--- config.mk ---
export PLATFORM = sky130hd
export DESIGN_NAME = block_lock_fsm_flat
export DESIGN_NICKNAME = d
export VERILOG_FILES = /design/src/rtl/pcs_lock_pkg.sv /design/src/rtl/block_lock_fsm_if.sv /design/src/rtl/sat_counter.sv /design/src/rtl/block_lock_fsm.sv /design/src/flat_wrapper.sv
export SDC_FILE = /design/constraint.sdc
export NUM_CORES = 1
export LEC_CHECK = 0
export ABC_AREA = 1
export CAP_MARGIN = 20
export CORE_UTILIZATION = 60
export CTS_BUF_LIST = sky130_fd_sc_hd__clkbuf_4
export CTS_CLUSTER_DIAMETER = 200
export DETAILED_ROUTE_END_ITERATION = 16
export PLACE_DENSITY = 0.9
export SLEW_MARGIN = 20
export SYNTH_ARGS = -nofsm -noshare
export SYNTH_HDL_FRONTEND = slang
export SYNTH_SLANG_ARGS = --single-unit
--- constraint.sdc ---
create_clock -name i_clk -period 2.4 [get_ports i_clk]
set_clock_uncertainty 0.2 [all_clocks]
set_input_delay 0.48 -clock i_clk [delete_from_list [all_inputs] [get_ports i_clk]]
set_output_delay 0.48 -clock i_clk [all_outputs]
set_load 0.05 [all_outputs]
--- src/rtl/pcs_lock_pkg.sv ---
// Shared types and helpers for the 64b/66b block-lock state machine:
// state encoding, sync-header width and the header validity test.
package pcs_lock_pkg;

    localparam int HDR_WIDTH = 2;

    typedef enum logic {
        ST_TEST_SH   = 1'b0,
        ST_SLIP_WAIT = 1'b1
    } lock_state_e;

    // A sync header is legal only when its two bits differ (01 or 10).
    function automatic logic hdr_is_valid(input logic [HDR_WIDTH-1:0] hdr);
        return ^hdr;
    endfunction

endpackage

--- src/rtl/block_lock_fsm_if.sv ---
// Sync-header stream from the gearbox into the block-lock FSM, and the
// slip / lock indications flowing back.
interface block_lock_fsm_if;
    import pcs_lock_pkg::*;

    logic                 i_hdr_valid;
    logic [HDR_WIDTH-1:0] i_hdr;
    logic                 o_slip;
    logic                 o_block_lock;

    modport master (
        output i_hdr_valid,
        output i_hdr,
        input  o_slip,
        input  o_block_lock
    );

    modport slave (
        input  i_hdr_valid,
        input  i_hdr,
        output o_slip,
        output o_block_lock
    );

endinterface

--- src/rtl/sat_counter.sv ---
// Event counter that sticks at all-ones instead of wrapping.
module sat_counter #(
    parameter int WIDTH = 16
) (
    input  logic             i_clk,
    input  logic             i_reset_n,
    input  logic             i_inc,
    output logic [WIDTH-1:0] o_count
);

    logic [WIDTH-1:0] r_count;

    always_ff @(posedge i_clk or negedge i_reset_n) begin
        if (!i_reset_n) begin
            r_count <= '0;
        end else if (i_inc && (r_count != '1)) begin
            r_count <= r_count + WIDTH'(1);
        end
    end

    assign o_count = r_count;

endmodule

--- src/rtl/block_lock_fsm.sv ---
// 64b/66b block-lock search: tests sync headers in fixed windows and slips the
// gearbox on bad headers. Define BLOCK_LOCK_STATS_EN to add slip/lock-loss counters.
module block_lock_fsm
    import pcs_lock_pkg::*;
#(
    parameter int SH_CNT_MAX  = 64,
    parameter int INVALID_MAX = 16,
    parameter int SLIP_WAIT   = 4,
    parameter int STAT_WIDTH  = 16
) (
    input  logic                  i_clk,
    input  logic                  i_reset_n,
    block_lock_fsm_if.slave       bus
`ifdef BLOCK_LOCK_STATS_EN
    ,
    output logic [STAT_WIDTH-1:0] o_stat_slips,
    output logic [STAT_WIDTH-1:0] o_stat_lock_loss
`endif
);

    localparam int SH_W   = $clog2(SH_CNT_MAX + 1);
    localparam int INV_W  = $clog2(INVALID_MAX + 1);
    localparam int WAIT_W = (SLIP_WAIT > 0) ? $clog2(SLIP_WAIT + 1) : 1;

    if (SH_CNT_MAX < 2) begin : g_bad_sh_cnt_max
        $error("block_lock_fsm: SH_CNT_MAX must be at least 2");
    end
    if ((INVALID_MAX < 1) || (INVALID_MAX > SH_CNT_MAX)) begin : g_bad_invalid_max
        $error("block_lock_fsm: INVALID_MAX must lie in 1..SH_CNT_MAX");
    end
    if (SLIP_WAIT < 0) begin : g_bad_slip_wait
        $error("block_lock_fsm: SLIP_WAIT must not be negative");
    end
    if (STAT_WIDTH < 1) begin : g_bad_stat_width
        $error("block_lock_fsm: STAT_WIDTH must be at least 1");
    end

    lock_state_e       r_state;
    logic [SH_W-1:0]   r_sh_cnt;
    logic [INV_W-1:0]  r_inv_cnt;
    logic [WAIT_W-1:0] r_wait_cnt;
    logic              r_slip;
    logic              r_block_lock;

    logic              w_hdr_take;
    logic              w_hdr_bad;
    logic [SH_W-1:0]   w_sh_next;
    logic [INV_W-1:0]  w_inv_next;
    logic              w_slip_evt;
    logic              w_window_done;

    // While unlocked r_inv_cnt stays 0, and while locked it never exceeds
    // INVALID_MAX-1, so the +1 below cannot overflow its width.
    assign w_hdr_take    = (r_state == ST_TEST_SH) && bus.i_hdr_valid;
    assign w_hdr_bad     = !hdr_is_valid(bus.i_hdr);
    assign w_sh_next     = r_sh_cnt + SH_W'(1);
    assign w_inv_next    = r_inv_cnt + INV_W'(w_hdr_bad);
    assign w_slip_evt    = w_hdr_take && w_hdr_bad &&
                           (!r_block_lock || (w_inv_next == INV_W'(INVALID_MAX)));
    assign w_window_done = w_hdr_take && !w_slip_evt &&
                           (w_sh_next == SH_W'(SH_CNT_MAX));

    always_ff @(posedge i_clk or negedge i_reset_n) begin
        if (!i_reset_n) begin
            r_state      <= ST_TEST_SH;
            r_sh_cnt     <= '0;
            r_inv_cnt    <= '0;
            r_wait_cnt   <= '0;
            r_slip       <= 1'b0;
            r_block_lock <= 1'b0;
        end else begin
            r_slip <= 1'b0;
            case (r_state)
                ST_TEST_SH: begin
                    if (w_slip_evt) begin
                        r_slip       <= 1'b1;
                        r_block_lock <= 1'b0;
                        r_sh_cnt     <= '0;
                        r_inv_cnt    <= '0;
                        r_wait_cnt   <= WAIT_W'(SLIP_WAIT);
                        r_state      <= ST_SLIP_WAIT;
                    end else if (w_window_done) begin
                        r_sh_cnt  <= '0;
                        r_inv_cnt <= '0;
                        if (w_inv_next == '0) begin
                            r_block_lock <= 1'b1;
                        end
                    end else if (w_hdr_take) begin
                        r_sh_cnt  <= w_sh_next;
                        r_inv_cnt <= w_inv_next;
                    end
                end
                // The slip cycle itself is blanked, then SLIP_WAIT more cycles.
                ST_SLIP_WAIT: begin
                    if (r_wait_cnt == '0) begin
                        r_state <= ST_TEST_SH;
                    end else begin
                        r_wait_cnt <= r_wait_cnt - WAIT_W'(1);
                    end
                end
                default: r_state <= ST_TEST_SH;
            endcase
        end
    end

    assign bus.o_slip       = r_slip;
    assign bus.o_block_lock = r_block_lock;

`ifdef BLOCK_LOCK_STATS_EN
    logic w_loss_evt;

    // Lock can only drop through a slip taken while locked.
    assign w_loss_evt = w_slip_evt && r_block_lock;

    sat_counter #(
        .WIDTH (STAT_WIDTH)
    ) u_stat_slips (
        .i_clk     (i_clk),
        .i_reset_n (i_reset_n),
        .i_inc     (w_slip_evt),
        .o_count   (o_stat_slips)
    );

    sat_counter #(
        .WIDTH (STAT_WIDTH)
    ) u_stat_lock_loss (
        .i_clk     (i_clk),
        .i_reset_n (i_reset_n),
        .i_inc     (w_loss_evt),
        .o_count   (o_stat_lock_loss)
    );
`endif

endmodule
--- src/flat_wrapper.sv ---
// flat-port wrapper written by rule: the top's interface ports become plain ports
module block_lock_fsm_flat import pcs_lock_pkg::*;
#(
    parameter int SH_CNT_MAX  = 64,
    parameter int INVALID_MAX = 16,
    parameter int SLIP_WAIT   = 4,
    parameter int STAT_WIDTH  = 16
)
  (i_clk, i_reset_n, bus_i_hdr_valid, bus_i_hdr, bus_o_slip, bus_o_block_lock);
  block_lock_fsm_if bus_i ();
  input  logic i_clk;
  input  logic i_reset_n;
  input wire logic [$bits(bus_i.i_hdr_valid)-1:0] bus_i_hdr_valid;
  input wire logic [$bits(bus_i.i_hdr)-1:0] bus_i_hdr;
  output wire logic [$bits(bus_i.o_slip)-1:0] bus_o_slip;
  output wire logic [$bits(bus_i.o_block_lock)-1:0] bus_o_block_lock;
  assign bus_i.i_hdr_valid = bus_i_hdr_valid;
  assign bus_i.i_hdr = bus_i_hdr;
  assign bus_o_slip = bus_i.o_slip;
  assign bus_o_block_lock = bus_i.o_block_lock;
  block_lock_fsm #(.SH_CNT_MAX(SH_CNT_MAX), .INVALID_MAX(INVALID_MAX), .SLIP_WAIT(SLIP_WAIT), .STAT_WIDTH(STAT_WIDTH)) u_core (.i_clk(i_clk), .i_reset_n(i_reset_n), .bus(bus_i));
endmodule
Word level (Yosys, flattened, before mapping). Cells that the tools add are included. W data, S select, Z words.

Add/subtract/negate cells: 3. $mul: 0. Divide/modulo/power cells: 0. $lt $le $gt $ge: 0. Equality and inequality tests: 4. Shifts and indexed selects: 0. Muxes and demuxes: 16. Bitwise logic cells: 1. Reductions and logical operators: 18.

Operator list (number): $mux W7 (3); $mux W5 (3); $add A7 B1 Y7 const B (1); $eq A7 B7 Y1 const B (1); $mux W1 (6); $mux W3 (2); $pmux W3 S2 (1); $add A5 B1 Y5 (1); $eq A5 B5 Y1 const B (1); $logic_and A1 B1 Y1 (5); $logic_not A5 Y1 (1); $reduce_and A2 Y1 (2); $reduce_bool A2 Y1 (2); $logic_not A1 Y1 (3); $logic_not A3 Y1 (1); $reduce_and A3 Y1 (1); $reduce_bool A3 Y1 (1); $sub A3 B1 Y3 const B (1); $ne A2 B1 Y1 const B (1); $ne A2 B2 Y1 const B (1); $pmux W1 S2 (1); $reduce_xor A2 Y1 (1); $logic_or A1 B1 Y1 (1); $not A1 Y1 (1).

Bits in registers: 18. Latch bits: 0. RAM bits: 0. ROM bits: 0. Bits of input ports: 5. Output and inout bits: 2. Word-level logic and storage cells: 48. Memories: 0.

Longest topological paths before layout.
Depth in word-level cells: 11. Depth in mapped cells: 13. Depth with buffers taken out: 12.

Worst setup path after synthesis. OpenSTA, ideal clock, no wires.

Kind: input-to-reg. Start point: input bus_i_hdr[1]. End point: register u_core.r_inv_cnt[2]. Setup time: 118 ps. Data arrival time: 1824 ps. Data required time: 2082 ps. Slack: 258 ps. Stages: 12. Path buffers: 1. Cell sequence: xnor2_1 > ha_1 > ha_1 > inv_1 > nand2_1 > nor2_2 > nand2_2 > o21ai_4 > nand2_4 > buf_6 > nand3_1 > nand2_1.

Cells in the longest elaborated chain, start to end: 11. Elaborated cells on any way between the ends: 15. Those cells by class: add/sub: 1; eq/ne: 1; mux: 3; reduce/logical: 10.

RTL lines: start: declaration (RTL line flat_wrapper.sv:14) `input wire logic [$bits(bus_i.i_hdr)-1:0] bus_i_hdr;`; $reduce_xor A2 Y1 (*) (RTL line pcs_lock_pkg.sv:14) `return ^hdr;`; $logic_not A1 Y1 (*) (RTL line block_lock_fsm.sv:55) `assign w_hdr_bad = !hdr_is_valid(bus.i_hdr);`; $add A5 B1 Y5 (RTL line block_lock_fsm.sv:57) `assign w_inv_next = r_inv_cnt + INV_W'(w_hdr_bad);`; $eq A5 B5 Y1 (RTL line block_lock_fsm.sv:59) `(!r_block_lock || (w_inv_next == INV_W'(INVALID_MAX)));`; $logic_or A1 B1 Y1 (RTL line block_lock_fsm.sv:59); $logic_and A1 B1 Y1 (RTL line block_lock_fsm.sv:58) `assign w_slip_evt = w_hdr_take && w_hdr_bad &&`; $logic_not A1 Y1 (RTL line block_lock_fsm.sv:60) `assign w_window_done = w_hdr_take && !w_slip_evt &&`; $logic_and A1 B1 Y1 (2 in a row) (RTL line block_lock_fsm.sv:60); $reduce_bool A3 Y1 (no line) or $mux W5 (tied branches); $reduce_and A2 Y1 (no line) or $mux W5 (tied branches); end signal: assignment (RTL line block_lock_fsm.sv:90) `r_inv_cnt <= w_inv_next;`; end: declaration (RTL line block_lock_fsm.sv:40) `logic [INV_W-1:0] r_inv_cnt;`.

Every way passes the cells marked *; elsewhere a longest branch is shown, timed or not. The select of a mux whose other input is x is not followed. A chain may end at the register's enable or synchronous reset.

Final worst setup path.
Start point: register u_core.r_block_lock, in the netlist u_core.bus.o_block_lock. End point: output bus_o_block_lock.

RTL lines: start: declaration (RTL line block_lock_fsm.sv:43) `logic r_block_lock;`; start signal: assignment (RTL line block_lock_fsm.sv:70) `r_block_lock <= 1'b0;`; start signal: assignment (RTL line block_lock_fsm.sv:77) `r_block_lock <= 1'b0;`; start signal: assignment (RTL line block_lock_fsm.sv:86) `r_block_lock <= 1'b1;`; end: declaration (RTL line flat_wrapper.sv:16) `output wire logic [$bits(bus_i.o_block_lock)-1:0] bus_o_block_lock;`.

No word-level cell between the ends.

==> impl_metrics.json <==
{
  "status": "finished, final reports clean",
  "final.setup.tns_ns": 0,
  "die_w_um": 45.3,
  "gp_congestion": 0.778,
  "ys_seq_area_frac": 0.400,
  "syn2layout_area_growth_pct": 16.8,
  "critical_path_class": "flop to primary output",
  "clockRootBuffer": "clkbuf_4",
  "drtIter0Drc": 29,
  "start_kind": "flop",
  "setup_slack_ns": 0.165,
  "diodes": 0,
  "wire_per_inst_um": 11.8,
  "cp.required_ns": 1.72,
  "start_util": 0.644,
  "synth_edf_count": 0,
  "synthFlopType": "dfrtp_1",
  "numCtsBuffers": 3,
  "syn_area_per_cell_um2": 7.50,
  "cap_violations": 0,
  "hold_class": "primary input to async pin",
  "post-place-ws_ns": -0.319,
  "dieHeight_um": 45.3,
  "pwr-share-seq": 0.408,
  "path_cells": "clkdlybuf4s50_1",
  "drc": 0,
  "portBuffers": 6,
  "nFillCells": 130,
  "seq_area_um2": 450,
  "worstReg2RegEnd": "u_core.r_sh_cnt[4]$_DFFE_PN0P_",
  "yosys.area.top_type": "dfrtp_1",
  "synth.distinct_cells": 24,
  "drtPass1Iterations": 4,
  "fin_area_um2": 1310,
  "r2r_start": "u_core.r_inv_cnt[0]$_DFFE_PN0P_",
  "cp_slowest_cell": "clkdlybuf4s50_1",
  "critPathMaxStageDelay_ns": 0.83,
  "antenna_found_initial": 0,
  "synth_top_area_share": 0.400,
  "routed_via_density": 5.08,
  "crit_fanout": 3,
  "ys_ff_latch": 18,
  "die_area_um2": 2050,
  "multi_input_area_um2": 606,
  "internal_power_w": 0.000745,
  "ir_drop_mv": 0.645,
  "vias": 970,
  "syn_area_um2": 1120,
  "cts_tree": "yes",
  "slew_headroom": 0.674,
  "clock_latency_ns": 0.29,
  "grt_pass1_wl_mm": 3.82,
  "htreeDepth": 1,
  "postRouteAntennaNets": 0,
  "grt_max_degree": 19,
  "drive_above_1_share": 0.163,
  "yosysWarnings": 0,
  "io_pins": 7,
  "fin_crit_ns": 2.23,
  "coreArea_um2": 1750,
  "r2r_cells": 10,
  "placedInstanceArea_um2": 1240,
  "path_buf_inv": 1,
  "reg2reg_slack_ns": 0.43,
  "synth_nets": 161,
  "layout_worst_path_cycle_share": 0.931,
  "power.density_nw_per_um2": 1030,
  "switching_share": 0.450,
  "clk_pin_slew_ns": 0.11,
  "p_switching_w": 0.000609,
  "clock_sinks": 18,
  "clockBufferDepth": 2,
  "cellLeakagePower_nw": 0.679,
  "grt_pass1_vias": 932,
  "final-hold-violation-count": 0,
  "cp-end-kind": "primary output",
  "nNetsFinal": 178,
  "synthArstFlopShare": 1.00,
  "overflow": 0,
  "worst-slew-pin-transition_ns": 0.488,
  "drv_slew": 0,
  "track_usage": 0.259,
  "post-route-util": 0.753,
  "setup_viol": 0,
  "synth.area.top_cells": "dfrtp_1 40%, nand2_1 16%, ha_1 6.7%",
  "crit_family": "buffers and inverters",
  "clock.fmax_mhz": 448,
  "rsz0062_at_grt": "no",
  "comb_power_share": 0.476,
  "dpl.hpwl_mm": 1.66,
  "netlist_instances": 150,
  "p_clk_frac": 0.116,
  "wl_mm": 2.26,
  "std_cell_rows": 15,
  "cp.arrival_ns": 1.55
}
==> how the worst max path moves through the flow <==
stage | from | end | depth (start not counted)
after floorplan | bus_i_hdr[1] | u_core.r_inv_cnt[2]$_DFFE_PN0P_ | 12
after global placement | bus_i_hdr[1] | u_core.r_sh_cnt[6]$_DFFE_PN0P_ | 13
after detailed placement | bus_i_hdr[1] | u_core.r_sh_cnt[6]$_DFFE_PN0P_ | 13
after CTS | bus_i_hdr[1] | u_core.r_sh_cnt[4]$_DFFE_PN0P_ | 13
after global routing | u_core.bus.o_block_lock$_DFFE_PN0P_ | bus_o_block_lock | 1
final | u_core.bus.o_block_lock$_DFFE_PN0P_ | bus_o_block_lock | 1
==> kinds of logic (layout without fill, tap and decap cells) <==
kind of cell | Yosys count | count (layout) | synth area share
buffers and inverters | 24 | 39 | 0.0868
xor gates and xnor gates | 3 | 3 | 0.0234
and+or+nand+nor | 93 | 94 | 0.386
DFF | 18 | 18 | 0.400
adders and majority gates | 6 | 6 | 0.0667
AOI/OAI and AO/OA | 6 | 6 | 0.0367
==> power groups by stage <==
stage | clock (W) | sequential, W | combinational [W]
finish | 0.000157 | 0.000553 | 0.000644
global route | 0.000171 | 0.000571 | 0.000734
CTS | 0.000155 | 0.000550 | 0.000626
detailed placement | 0 | 0.000555 | 0.000621
global placement | 0 | 0.000542 | 0.000586
floorplan | 0 | 0.000537 | 0.000462
==> routing by layer <==
metal	track usage	part of all wire	vias up
met5	0	0	-
met4	0.0727	0.0075	0
met3	0.0240	0.031	4
met2	0.472	0.50	17
met1	0.322	0.46	447
li1	-	-	502
==> final cells by class <==
class,instances,area share
clock buffer,3,0.0171
clock inverter,1,0.00286
multi-input combinational,109,0.461
timing repair buffer,13,0.0895
inverter,22,0.0629
sequential,18,0.343
tap,25,0.0238
==> cell usage after synthesis, drive strengths merged, types with 2 or more instances <==
master and instances:
ha 6, nor2 16, nand2 51, dfrtp 18, nand3b 2, nand4 4, xor2 2, nand3 18
a21oi 3, o21ai 3, inv 21
==> stage by stage <==
step                      cells  hold WS [ns]  total power, W
after floorplan             150       -0.0156        0.000999
after global placement      184         0.283         0.00113
after detailed placement    184         0.304         0.00118
after CTS                   188         0.321         0.00133
after global routing        191         0.330         0.00148
final                       191         0.305         0.00135
==> registers in the layout (all words and copies together) (netlist names) <==
register / flops
u_core.r_state: 1
u_core.r_wait_cnt: 3
u_core.bus.o_slip: 1
u_core.r_inv_cnt: 5
u_core.bus.o_block_lock: 1
u_core.r_sh_cnt: 7
==> repair_timing <==
action,4_1_cts,5_1_grt
setup buffers,0,2
pin swaps,0,4
gates cloned,0,1
endpoints found under the setup margin,3,18
resized for setup,1,6
hold buffers,0,0
==> placed cells by master (no fill, tap or decap), types with 4 or more instances in the layout <==
| cell | instances |
|---|---|
| nand2_1 | 49 |
| inv_1 | 20 |
| dfrtp_1 | 18 |
| nand3_1 | 14 |
| nor2_1 | 13 |
| buf_4 | 7 |
| nand4_1 | 4 |
| nand3_2 | 4 |
| ha_1 | 4 |
| clkdlybuf4s50_1 | 4 |
No activity file was read; power rests on OpenSTA's default activity.
